`config.mk`:
```
export PLATFORM = sky130hd
export DESIGN_NAME = hazard_scheduler
export DESIGN_NICKNAME = d
export VERILOG_FILES = /design/src/rtl/hazard_scheduler.sv
export SDC_FILE = /design/constraint.sdc
export NUM_CORES = 1
export LEC_CHECK = 0
export CORE_MARGIN = 5
export CORE_UTILIZATION = 35
export DETAILED_ROUTE_END_ITERATION = 10
export GPL_TIMING_DRIVEN = 0
export PLACE_DENSITY_LB_ADDON = 0.12
export SYNTH_ARGS = -nofsm -noshare
export SYNTH_HDL_FRONTEND = slang
export SYNTH_SLANG_ARGS = --single-unit
```
`constraint.sdc`:
```
create_clock -name clk -period 2.2 [get_ports clk]
set_input_delay 0.22 -clock clk [delete_from_list [all_inputs] [get_ports clk]]
set_output_delay 0.22 -clock clk [all_outputs]
set_load 0.03 [all_outputs]
```
`src/rtl/hazard_scheduler.sv`:
```
// hazard_scheduler: ID-stage hazard controller for the 5-stage core.
// Tracks the destination registers in flight in EX and DM, selects operand
// forwarding, raises load-use / mult-div stalls, flushes on taken branches
// and sequences the occupancy of the multi-cycle mult/div unit.
module hazard_scheduler #(
    parameter int MD_LATENCY = 4
) (
    input  logic       clk,
    input  logic       rst_n,
    input  logic       en,
    input  logic [4:0] id_req_a,
    input  logic [4:0] id_req_b,
    input  logic [4:0] id_req_w,
    input  logic       id_is_load,
    input  logic       id_md_start,
    input  logic       id_md_read,
    input  logic       ex_branch_taken,
    output logic [1:0] fwd_a,
    output logic [1:0] fwd_b,
    output logic       stall_if,
    output logic       bubble_ex,
    output logic       flush_id,
    output logic       md_busy
);

    localparam int CW = $clog2(MD_LATENCY + 1);

    typedef enum logic {
        MD_IDLE = 1'b0,
        MD_BUSY = 1'b1
    } md_state_t;

    logic [4:0]    ex_w, ex_w_nxt;
    logic          ex_load, ex_load_nxt;
    logic [4:0]    dm_w, dm_w_nxt;
    md_state_t     md_state, md_state_nxt;
    logic [CW-1:0] md_cnt, md_cnt_nxt;

    logic a_ex, a_dm, b_ex, b_dm;
    logic load_use, md_hazard, hazard, md_issue;

    // Hazard detection and forwarding selects for the instruction in ID.
    // Register 0 never matches, so a dest of 0 behaves like "no writer".
    always_comb begin
        a_ex      = (ex_w != 5'd0) && (id_req_a == ex_w);
        b_ex      = (ex_w != 5'd0) && (id_req_b == ex_w);
        a_dm      = (dm_w != 5'd0) && (id_req_a == dm_w);
        b_dm      = (dm_w != 5'd0) && (id_req_b == dm_w);
        load_use  = ex_load && (a_ex || b_ex);
        md_hazard = (md_state == MD_BUSY) && (id_md_start || id_md_read);
        hazard    = load_use || md_hazard;
        md_issue  = !ex_branch_taken && !hazard && id_md_start;

        fwd_a = 2'b00;
        if (a_ex && !ex_load) fwd_a = 2'b01;
        else if (a_dm)        fwd_a = 2'b10;
        fwd_b = 2'b00;
        if (b_ex && !ex_load) fwd_b = 2'b01;
        else if (b_dm)        fwd_b = 2'b10;

        // A taken branch overrides any stall: the stalled instruction is
        // being discarded anyway.
        flush_id  = ex_branch_taken;
        bubble_ex = ex_branch_taken || hazard;
        stall_if  = !ex_branch_taken && hazard;
        md_busy   = (md_state == MD_BUSY);
    end

    // Next-state: pipeline scoreboard advance and mult/div occupancy FSM.
    always_comb begin
        ex_w_nxt     = ex_w;
        ex_load_nxt  = ex_load;
        dm_w_nxt     = dm_w;
        md_state_nxt = md_state;
        md_cnt_nxt   = md_cnt;
        if (en) begin
            dm_w_nxt = ex_w;
            if (ex_branch_taken || hazard) begin
                ex_w_nxt    = 5'd0;
                ex_load_nxt = 1'b0;
            end else begin
                ex_w_nxt    = id_req_w;
                ex_load_nxt = id_is_load;
            end
            case (md_state)
                MD_IDLE: begin
                    if (md_issue) begin
                        md_state_nxt = MD_BUSY;
                        md_cnt_nxt   = CW'(MD_LATENCY);
                    end
                end
                MD_BUSY: begin
                    // Branches do not abort a running mult/div.
                    if (md_cnt == CW'(1)) begin
                        md_state_nxt = MD_IDLE;
                        md_cnt_nxt   = '0;
                    end else begin
                        md_cnt_nxt = md_cnt - CW'(1);
                    end
                end
                default: begin
                    md_state_nxt = MD_IDLE;
                    md_cnt_nxt   = '0;
                end
            endcase
        end
    end

    // State register with asynchronous active-low clear.
    always_ff @(posedge clk or negedge rst_n) begin
        if (!rst_n) begin
            ex_w     <= 5'd0;
            ex_load  <= 1'b0;
            dm_w     <= 5'd0;
            md_state <= MD_IDLE;
            md_cnt   <= '0;
        end else begin
            ex_w     <= ex_w_nxt;
            ex_load  <= ex_load_nxt;
            dm_w     <= dm_w_nxt;
            md_state <= md_state_nxt;
            md_cnt   <= md_cnt_nxt;
        end
    end

endmodule

```
After elaboration in Yosys (flattened, before gate mapping) --
Cells that the tools add are included.
Word-level totals: bits in registers 15, input port bits 22, output and inout bits 8, logic and storage cells 46
Operators by class: add/sub/neg operators 1, eq/ne operators 6, muxes and demuxes 12, bitwise operators 1, reduce and logical (&&, ||, !) cells 21
Operator list (number):
- 5-bit == test | 4
- 1-bit logical AND | 11
- 5-bit nonzero test | 2
- 2-bit two-way mux | 4
- 3-bit two-way mux | 2
- 3-bit case mux with 2 select lines | 1
- 5-bit two-way mux | 1
- 1-bit logical OR | 4
- 3-bit by 1-bit == test with 1-bit output, second input constant | 1
- 1-bit zero test | 3
- 1-bit two-way mux | 3
- 3-bit by 1-bit subtractor with 3-bit output, second input constant | 1
- 2-bit inequality test, second input constant | 1
- 1-bit case mux with 2 select lines | 1
- 2-bit AND reduction | 1
- 1-bit NOT | 1

Logic depth before layout (Yosys ltp) --
Gate-level depths: netlist of the first run.
depth after elaboration 10, depth in mapped cells 6, depth with buffers taken out 6

Least setup slack after synthesis of the first run --
Ideal clock, no wire load.
kind register to output, start register ex_w[0], end output port fwd_a[1], arrival time 1994 ps, data required time 1980 ps, slack -14 ps, cell stages (with the launch flop) 6, path buffers 0, cell sequence dfrtp_1 -> xor2_1 -> nor3_2 -> nand3_1 -> nor3_1 -> nor4_1
Between the ends: cells in the longest elaborated chain, start to end 4, elaborated cells between the ends (all ways) 5, those cells by class eq/ne: 1; mux: 1; reduce/logical: 3
RTL lines:
- from (decl) | RTL line 33 | logic [4:0] ex_w, ex_w_nxt;
- from (signal assigned) | RTL line 118 | ex_w <= ex_w_nxt;
- 5-bit == test / 5-bit nonzero test (equally long branches) | RTL line 45 | a_ex = (ex_w != 5'd0) && (id_req_a == ex_w);
- 1-bit logical AND * | RTL line 45
- 1-bit logical AND * | RTL line 55 | if (a_ex && !ex_load) fwd_a = 2'b01;
- 2-bit two-way mux * | RTL line 55
- to (decl) | RTL line 18 | output logic [1:0] fwd_a,
Every way passes the cells marked *; elsewhere a longest branch is shown, timed or not.

Worst setup path in the final report of the first run --
start register ex_w[1], end output port stall_if
Between the ends: cells in the longest elaborated chain, start to end 6, elaborated cells between the ends (all ways) 9, those cells by class eq/ne: 2; reduce/logical: 7
RTL lines:
- 5-bit == test, or another cell as far along | RTL line 45
- 1-bit logical AND, on equally long branches | RTL line 45, 46
- 1-bit logical OR * | RTL line 49 | load_use = ex_load && (a_ex || b_ex);
- 1-bit logical AND * | RTL line 49
- 1-bit logical OR * | RTL line 51 | hazard = load_use || md_hazard;
- 1-bit logical AND * | RTL line 65 | stall_if = !ex_branch_taken && hazard;
- to (decl) | RTL line 20 | output logic stall_if,
Marks and branches as above.

==> metrics.txt, run 1 <==
# TYPE chip_impl_metric gauge
chip_impl_info{name="status",value="completed"} 1
chip_impl_metric{name="placement_rows",unit=""} 19
chip_impl_info{name="clock_tree_from_tritoncts",value="done"} 1
chip_impl_metric{name="nFillCells",unit=""} 271
chip_impl_metric{name="route.detailed.drc",unit=""} 0
chip_impl_metric{name="detail_route.first_pass.iterations",unit=""} 4
chip_impl_info{name="yosys.cell_count.top_type",value="sky130_fd_sc_hd__xor2_1"} 1
chip_impl_info{name="path_class",value="flip-flop to output pin"} 1
chip_impl_metric{name="cts-buffers-inserted",unit=""} 3
chip_impl_metric{name="adder_cell_fraction_of_synth_area",unit="%"} 2.554
chip_impl_info{name="worstHoldPathType",value="primary input to asynchronous set/reset pin"} 1
chip_impl_metric{name="cap_viol_max_count",unit=""} 0
chip_impl_metric{name="number_of_global_route_vias_before_repair",unit=""} 903
chip_impl_metric{name="pre_cts_setup_slack",unit="ns"} -0.3348
chip_impl_info{name="postSynth.topFlopCell",value="sky130_fd_sc_hd__dfrtp_1"} 1
chip_impl_metric{name="ant_nets",unit=""} 0
chip_impl_metric{name="finalClockSkew",unit="ns"} 0.007151
chip_impl_metric{name="insertion_delay",unit="ns"} 0.28
chip_impl_metric{name="path_max_fanout",unit=""} 6
chip_impl_metric{name="wl",unit="µm"} 2388
chip_impl_metric{name="start_util",unit="%"} 36.15
chip_impl_metric{name="final-hold-violation-count",unit=""} 0
chip_impl_metric{name="fin_worst_hold_slack",unit="ns"} 0.3414
chip_impl_metric{name="setup_viol",unit=""} 0
chip_impl_metric{name="finish.net_count",unit=""} 157
chip_impl_metric{name="total_power",unit="µW"} 991.7
chip_impl_metric{name="floorplan.die.height",unit="µm"} 62.91
chip_impl_metric{name="fraction_of_final_layout_cells_with_drive_strength_greater_than_1",unit="%"} 18.94
chip_impl_info{name="synth_common_cells",value="sky130_fd_sc_hd__xor2_1 (16), sky130_fd_sc_hd__dfrtp_1 (15), sky130_fd_sc_hd__inv_1 (8), sky130_fd_sc_hd__o22ai_1 (6), sky130_fd_sc_hd__mux2_2 (5)"} 1
chip_impl_metric{name="finalWorstPathRequiredPeriod",unit="ns"} 2.074
chip_impl_metric{name="pwr_density_cell",unit="mW/mm²"} 745.6
chip_impl_metric{name="synth_compound_area_share",unit="%"} 11.62
chip_impl_metric{name="postSynthAreaPerCell",unit="µm²"} 9.797
chip_impl_metric{name="gp_congestion",unit=""} 0.8422
chip_impl_metric{name="initial_antenna_violation_count",unit=""} 0
chip_impl_metric{name="yosys.area_share.simple",unit="%"} 19.28
chip_impl_metric{name="hpwlAfterDp",unit="µm"} 1899
chip_impl_metric{name="yosysTopAreaCellShare",unit="%"} 38.31
chip_impl_info{name="grt_setup_unrepaired",value="false"} 1
chip_impl_metric{name="drv_slew",unit=""} 0
chip_impl_metric{name="avgViaCountPerCell",unit=""} 5.160
chip_impl_metric{name="first_pass_grt_wire_length",unit="µm"} 4105
chip_impl_metric{name="syn-cell-area",unit="µm²"} 979.7
chip_impl_metric{name="design.core.area",unit="mm²"} 0.002710
chip_impl_metric{name="vias_after_detailed_routing",unit=""} 841
chip_impl_metric{name="synth_edf_count",unit=""} 0
chip_impl_metric{name="post_synth_xor_area_fraction",unit="%"} 17.88
chip_impl_metric{name="peakVddDrop",unit="µV"} 317.5
chip_impl_info{name="start_kind",value="flip-flop"} 1
chip_impl_info{name="cts.root.buffer_cell",value="sky130_fd_sc_hd__clkbuf_4"} 1
chip_impl_metric{name="p_leak",unit="nW"} 0.5638
chip_impl_metric{name="asyncSetResetFlopFracSynth",unit="%"} 100.0
chip_impl_metric{name="muxShareOfSynthArea",unit="%"} 5.747
chip_impl_metric{name="worst-slew-pin-transition",unit="ns"} 0.6620
chip_impl_metric{name="cp_data_required_time",unit="ns"} 1.98
chip_impl_metric{name="cts_setup_buffers",unit=""} 0
chip_impl_metric{name="synthesis.instances",unit=""} 100
chip_impl_metric{name="dr.first_iter.drc_count",unit=""} 26
chip_impl_metric{name="fin_ws",unit="ns"} 0.1255
chip_impl_metric{name="cts-root-to-sink-buffers",unit=""} 2
chip_impl_metric{name="ys_seq_elements",unit=""} 15
chip_impl_metric{name="fp.dieArea",unit="mm²"} 0.003957
chip_impl_metric{name="setup.reg_to_reg.worst_slack",unit="ns"} 0.52
chip_impl_metric{name="cts.clk_slew.worst_paths",unit="ns"} 0.09
chip_impl_info{name="cp-end-kind",value="output pin"} 1
chip_impl_metric{name="synth.yosys.seq_area_share",unit="%"} 38.31
chip_impl_metric{name="synth.distinct_cells",unit=""} 30
chip_impl_metric{name="slew_headroom",unit="%"} 55.73
chip_impl_metric{name="portBuffers",unit=""} 28
chip_impl_info{name="synth_top_cells_by_area",value="sky130_fd_sc_hd__dfrtp_1 (38%), sky130_fd_sc_hd__xor2_1 (14%), sky130_fd_sc_hd__mux2_2 (5.7%)"} 1
chip_impl_metric{name="period_share",unit="%"} 94.29
chip_impl_metric{name="tritoncts_num_sinks",unit=""} 15
chip_impl_metric{name="grt_max_degree",unit=""} 16
chip_impl_metric{name="timing.critical_path.arrival",unit="ns"} 1.85
chip_impl_metric{name="htree_num_levels",unit=""} 1
chip_impl_metric{name="layout-area-overhead-vs-synth",unit="%"} 35.76
chip_impl_metric{name="synth_fp_nets",unit=""} 124
chip_impl_info{name="combinational_family_with_the_most_area_after_synthesis",value="simple AND/OR/NAND/NOR gates"} 1
chip_impl_metric{name="grt-ovfl-total",unit=""} 0
chip_impl_metric{name="yosysWarningCount",unit=""} 0
chip_impl_metric{name="avgRoutedWirePerCell",unit="µm"} 14.65
chip_impl_info{name="synth_top_cell_by_area",value="sky130_fd_sc_hd__dfrtp_1"} 1
chip_impl_metric{name="worst_reg_to_reg_cells",unit=""} 5
chip_impl_metric{name="fmax",unit="MHz"} 482.0
chip_impl_metric{name="grt.total_usage",unit="%"} 12.70
chip_impl_metric{name="io_pins",unit=""} 30
chip_impl_metric{name="final_antenna_diode_count",unit=""} 0
chip_impl_metric{name="die_width",unit="µm"} 62.91
## where the power goes
part	leakage [nW]	switching (mW)	total [mW]	internal, mW
registers	0.193	0.0804	0.424	0.343
clock network	0.0150	0.0813	0.152	0.0702
logic	0.356	0.220	0.416	0.196
total	0.564	0.382	0.992	0.610
## cell usage in the layout, fill, tap and decap left out, types with 2 or more instances in the layout
cell | synthesis | routed
sky130_fd_sc_hd__clkdlybuf4s50_1 | 0 | 22
sky130_fd_sc_hd__o21ai_0 | 3 | 3
sky130_fd_sc_hd__clkbuf_1 | 2 | 3
sky130_fd_sc_hd__clkbuf_4 | 0 | 4
sky130_fd_sc_hd__inv_1 | 8 | 8
sky130_fd_sc_hd__nand3_2 | 1 | 2
sky130_fd_sc_hd__nand4b_1 | 4 | 4
sky130_fd_sc_hd__dfrtp_1 | 15 | 14
sky130_fd_sc_hd__xor2_1 | 16 | 16
sky130_fd_sc_hd__ha_1 | 2 | 2
sky130_fd_sc_hd__buf_2 | 0 | 2
sky130_fd_sc_hd__a21oi_1 | 3 | 3
sky130_fd_sc_hd__nor2_1 | 3 | 3
sky130_fd_sc_hd__or4_1 | 3 | 3
sky130_fd_sc_hd__nand2_1 | 2 | 2
sky130_fd_sc_hd__buf_4 | 1 | 2
sky130_fd_sc_hd__o22ai_1 | 6 | 6
sky130_fd_sc_hd__clkbuf_2 | 0 | 2
sky130_fd_sc_hd__nor2b_1 | 2 | 2
sky130_fd_sc_hd__nand3_1 | 4 | 3
sky130_fd_sc_hd__mux2_2 | 5 | 5
sky130_fd_sc_hd__nor3_2 | 2 | 4
sky130_fd_sc_hd__xnor2_1 | 4 | 4
## stage by stage
| step | util (%) | setup TNS, ns | area [µm²] | cells |
|---|---|---|---|---|
| after CTS | 49.40 | 0 | 1339 | 163 |
| after detailed placement | 48.29 | -1.487 | 1309 | 159 |
| after floorplan | - | 0 | 989.7 | 100 |
| after global routing | 49.08 | 0 | 1330 | 163 |
| after global placement | 48.29 | -1.507 | 1309 | 159 |
| final | 49.08 | 0 | 1330 | 163 |
## flip-flops by register name, summed over array words and instances (netlist names)
register	cells
md_cnt	3
ex_load	1
md_busy	1
dm_w	5
ex_w	5
## worst max-delay path, cell delays in order, from the launching register on
cell	delay, ns
sky130_fd_sc_hd__dfrtp_1	0.44
sky130_fd_sc_hd__xor2_1	0.19
sky130_fd_sc_hd__nor3_2	0.21
sky130_fd_sc_hd__nand3_2	0.13
sky130_fd_sc_hd__a21o_4	0.27
sky130_fd_sc_hd__a21oi_1	0.12
sky130_fd_sc_hd__clkbuf_4	0.20
## per-layer routing
metal / GRT usage, % / vias to the layer above / wire (µm)
met3: 3.597 / 2 / 116
met1: 15.98 / 387 / 1126
met4: 5.836 / 0 / 28
met2: 19.87 / 26 / 1117
met5: 0 / - / 0
li1: - / 426 / -
## path summary, 6_finish.rpt
check                       endpoint       from
setup / recovery            stall_if    ex_w[1]
hold / removal               md_busy      rst_n
setup reg to reg           md_cnt[2]    ex_w[1]
hold reg to reg            md_cnt[0]  md_cnt[0]
max in group asynchronous    dm_w[2]      rst_n
min in group clk             md_busy         en
## cells by family after synthesis
group / after synthesis
compound gates: 18
xor+xnor: 20
fa+ha+maj: 2
flops: 15
buf+inv: 11
mux: 5
simple gates: 29
## final cells by class
class / count / area, µm² / share of cell area (%)
Buffer: 3 / 15.01 / 1.129
Clock buffer: 4 / 26.28 / 1.976
Inverter: 8 / 30.03 / 2.258
Multi-Input combinational cell: 74 / 588.1 / 44.21
Sequential cell: 15 / 376.6 / 28.32
Tap cell: 31 / 38.79 / 2.916
Timing Repair Buffer: 28 / 255.2 / 19.19
## what timing repair did
| action | CTS | global route |
|---|---|---|
| endpoints found under the setup margin | 6 | 6 |
| cloned | 0 | 0 |
| hold buffers | 0 | 0 |
| gates resized for setup | 19 | 15 |
(Power assumes the default switching activity.)
==> run 2: changes to the inputs <==
- CTS_BUF_LIST: unset -> sky130_fd_sc_hd__clkbuf_16
==> metrics.txt, run 2 (same netlist as run 1, synthesis figures left out) <==
# TYPE chip_impl_metric gauge
chip_impl_info{name="status",value="completed"} 1
chip_impl_metric{name="total_power",unit="mW"} 1.187
chip_impl_metric{name="io_pins",unit=""} 30
chip_impl_metric{name="tritoncts_num_sinks",unit=""} 15
chip_impl_metric{name="number_of_global_route_vias_before_repair",unit=""} 906
chip_impl_metric{name="placement_rows",unit=""} 19
chip_impl_metric{name="drv_slew",unit=""} 0
chip_impl_metric{name="start_util",unit="%"} 36.15
chip_impl_metric{name="period_share",unit="%"} 95.41
chip_impl_metric{name="design.core.area",unit="mm²"} 0.002710
chip_impl_metric{name="hpwlAfterDp",unit="µm"} 1899
chip_impl_metric{name="floorplan.die.height",unit="µm"} 62.91
chip_impl_metric{name="slew_headroom",unit="%"} 55.06
chip_impl_metric{name="finish.net_count",unit=""} 157
chip_impl_metric{name="grt-ovfl-total",unit=""} 0
chip_impl_metric{name="layout-area-overhead-vs-synth",unit="%"} 41.25
chip_impl_info{name="layout.cells.most_common_list",value="sky130_fd_sc_hd__clkdlybuf4s50_1 (22), sky130_fd_sc_hd__xor2_1 (16), sky130_fd_sc_hd__dfrtp_1 (15), sky130_fd_sc_hd__inv_1 (9), sky130_fd_sc_hd__o22ai_1 (6)"} 1
chip_impl_metric{name="finalNonFillerCells",unit=""} 163
chip_impl_info{name="worstHoldPathType",value="primary input to asynchronous set/reset pin"} 1
chip_impl_metric{name="avgRoutedWirePerCell",unit="µm"} 14.98
chip_impl_metric{name="portBuffers",unit=""} 28
chip_impl_info{name="cp-end-kind",value="output pin"} 1
chip_impl_info{name="grt_setup_unrepaired",value="false"} 1
chip_impl_metric{name="final_antenna_diode_count",unit=""} 0
chip_impl_metric{name="timing.critical_path.arrival",unit="ns"} 1.88
chip_impl_metric{name="route.detailed.drc",unit=""} 0
chip_impl_metric{name="detail_route.first_pass.iterations",unit=""} 4
chip_impl_metric{name="wl",unit="µm"} 2441
chip_impl_metric{name="finish.utilization",unit="%"} 51.06
chip_impl_metric{name="cap_viol_max_count",unit=""} 0
chip_impl_metric{name="fp.dieArea",unit="mm²"} 0.003957
chip_impl_metric{name="cts_setup_buffers",unit=""} 0
chip_impl_metric{name="fin_worst_hold_slack",unit="ns"} 0.3897
chip_impl_metric{name="insertion_delay",unit="ns"} 0.24
chip_impl_metric{name="grt_max_degree",unit=""} 16
chip_impl_metric{name="path_max_fanout",unit=""} 6
chip_impl_metric{name="die_width",unit="µm"} 62.91
chip_impl_metric{name="htree_num_levels",unit=""} 1
chip_impl_metric{name="cts.clk_slew.worst_paths",unit="ns"} 0.05
chip_impl_metric{name="pwr_density_cell",unit="mW/mm²"} 857.6
chip_impl_info{name="largest_registers",value="dm_w: 5 flops, ex_w: 5 flops, md_cnt: 3 flops"} 1
chip_impl_metric{name="nFillCells",unit=""} 264
chip_impl_metric{name="dr.first_iter.drc_count",unit=""} 38
chip_impl_info{name="cts.root.buffer_cell",value="sky130_fd_sc_hd__clkbuf_16"} 1
chip_impl_metric{name="cp_data_required_time",unit="ns"} 1.98
chip_impl_info{name="final_common_cell",value="sky130_fd_sc_hd__clkdlybuf4s50_1"} 1
chip_impl_metric{name="grt.total_usage",unit="%"} 12.91
chip_impl_metric{name="gp_congestion",unit=""} 0.8422
chip_impl_metric{name="finalClockSkew",unit="ns"} 0.001246
chip_impl_metric{name="worst-slew-pin-transition",unit="ns"} 0.6720
chip_impl_metric{name="final-hold-violation-count",unit=""} 0
chip_impl_info{name="path_class",value="flip-flop to output pin"} 1
chip_impl_metric{name="cts-root-to-sink-buffers",unit=""} 2
chip_impl_metric{name="avgViaCountPerCell",unit=""} 5.233
chip_impl_info{name="clock_tree_from_tritoncts",value="done"} 1
chip_impl_metric{name="cts-buffers-inserted",unit=""} 3
chip_impl_metric{name="first_pass_grt_wire_length",unit="µm"} 4140
chip_impl_metric{name="initial_antenna_violation_count",unit=""} 0
chip_impl_metric{name="finalWorstPathRequiredPeriod",unit="ns"} 2.099
chip_impl_metric{name="fraction_of_final_layout_cells_with_drive_strength_greater_than_1",unit="%"} 15.91
chip_impl_metric{name="place.detailed.instances",unit=""} 159
chip_impl_metric{name="fmax",unit="MHz"} 476.4
chip_impl_metric{name="ant_nets",unit=""} 0
chip_impl_metric{name="p_leak",unit="nW"} 0.5968
chip_impl_metric{name="vias_after_detailed_routing",unit=""} 853
chip_impl_metric{name="peakVddDrop",unit="µV"} 415.3
chip_impl_metric{name="setup_viol",unit=""} 0
chip_impl_info{name="start_kind",value="flip-flop"} 1
-- run 2: changes by cell type in the layout (fill, tap and decap cells not counted) --
cell / delta
sky130_fd_sc_hd__nor4_2: -1
sky130_fd_sc_hd__inv_1: +1
sky130_fd_sc_hd__clkdlybuf4s18_2: +1
sky130_fd_sc_hd__dfrtp_1: +1
sky130_fd_sc_hd__dlygate4sd2_1: +1
sky130_fd_sc_hd__clkbuf_1: -1
sky130_fd_sc_hd__clkbuf_2: -1
sky130_fd_sc_hd__clkbuf_16: +3
sky130_fd_sc_hd__buf_4: -1
sky130_fd_sc_hd__dfrtp_2: -1
sky130_fd_sc_hd__clkdlybuf4s15_1: +1
sky130_fd_sc_hd__nor4_1: +1
sky130_fd_sc_hd__clkbuf_4: -4
-- run 2: final timing paths --
check                      startpoint         to  slack (ns)  depth (start not counted)
max                           ex_w[0]  bubble_ex        0.10                          6
min                             rst_n  md_cnt[1]        0.39                          1
max reg2reg                   ex_w[0]  md_cnt[2]        0.52                          5
min reg2reg                 md_cnt[0]  md_cnt[0]        0.50                          1
max in group asynchronous       rst_n    dm_w[0]        1.38                          1
min in group clk            md_cnt[0]  md_cnt[0]        0.50                          1
-- run 2: final cells by class --
cell class	count	area, µm²	share of cell area (%)
Tap cell	31	38.79	2.803
Multi-Input combinational cell	74	581.8	42.04
Sequential cell	15	375.4	27.12
Clock inverter	1	3.754	0.2712
Clock buffer	3	75.07	5.425
Timing Repair Buffer	28	264.0	19.08
Buffer	3	15.01	1.085
Inverter	8	30.03	2.170
-- run 2: critical path, cell delays in order, from the launching register on --
cell and delay [ns]:
sky130_fd_sc_hd__dfrtp_1 0.45, sky130_fd_sc_hd__xor2_1 0.20, sky130_fd_sc_hd__nor3_2 0.19, sky130_fd_sc_hd__nand3_2 0.13, sky130_fd_sc_hd__a21o_4 0.27, sky130_fd_sc_hd__nand3b_1 0.09, sky130_fd_sc_hd__clkdlybuf4s18_2 0.30
-- run 2: report_power, final --
group          leakage [nW]  internal [mW]  total [mW]  switching (mW)
sequential            0.194          0.344       0.425          0.0806
combinational         0.361          0.197       0.417           0.220
clock                0.0423          0.240       0.345           0.105
total                 0.597          0.782        1.19           0.405
-- run 2: per-stage QoR --
stage | instance area, µm² | setup TNS (ns) | setup slack [ns]
2_1_floorplan | 989.7 | 0 | 0.03418
3_3_place_gp | 1309 | -1.507 | -0.3236
3_5_place_dp | 1309 | -1.487 | -0.3348
4_1_cts | 1394 | 0 | 0.001202
5_1_grt | 1384 | 0 | 0.00004041
6_report | 1384 | 0 | 0.1009
-- run 2: timing repair --
| action | 4_1_cts | 5_1_grt |
|---|---|---|
| hold buffers | 0 | 0 |
| setup endpoints to repair | 6 | 5 |
| gates resized for setup | 12 | 11 |
-- run 2: layer usage --
metal | vias to the layer above | global-route usage [%] | part of all wire, %
met5 | - | 0 | 0
met1 | 390 | 15.95 | 46
li1 | 425 | - | -
met2 | 33 | 20.26 | 46
met3 | 5 | 4.137 | 6.3
met4 | 0 | 5.836 | 2.1
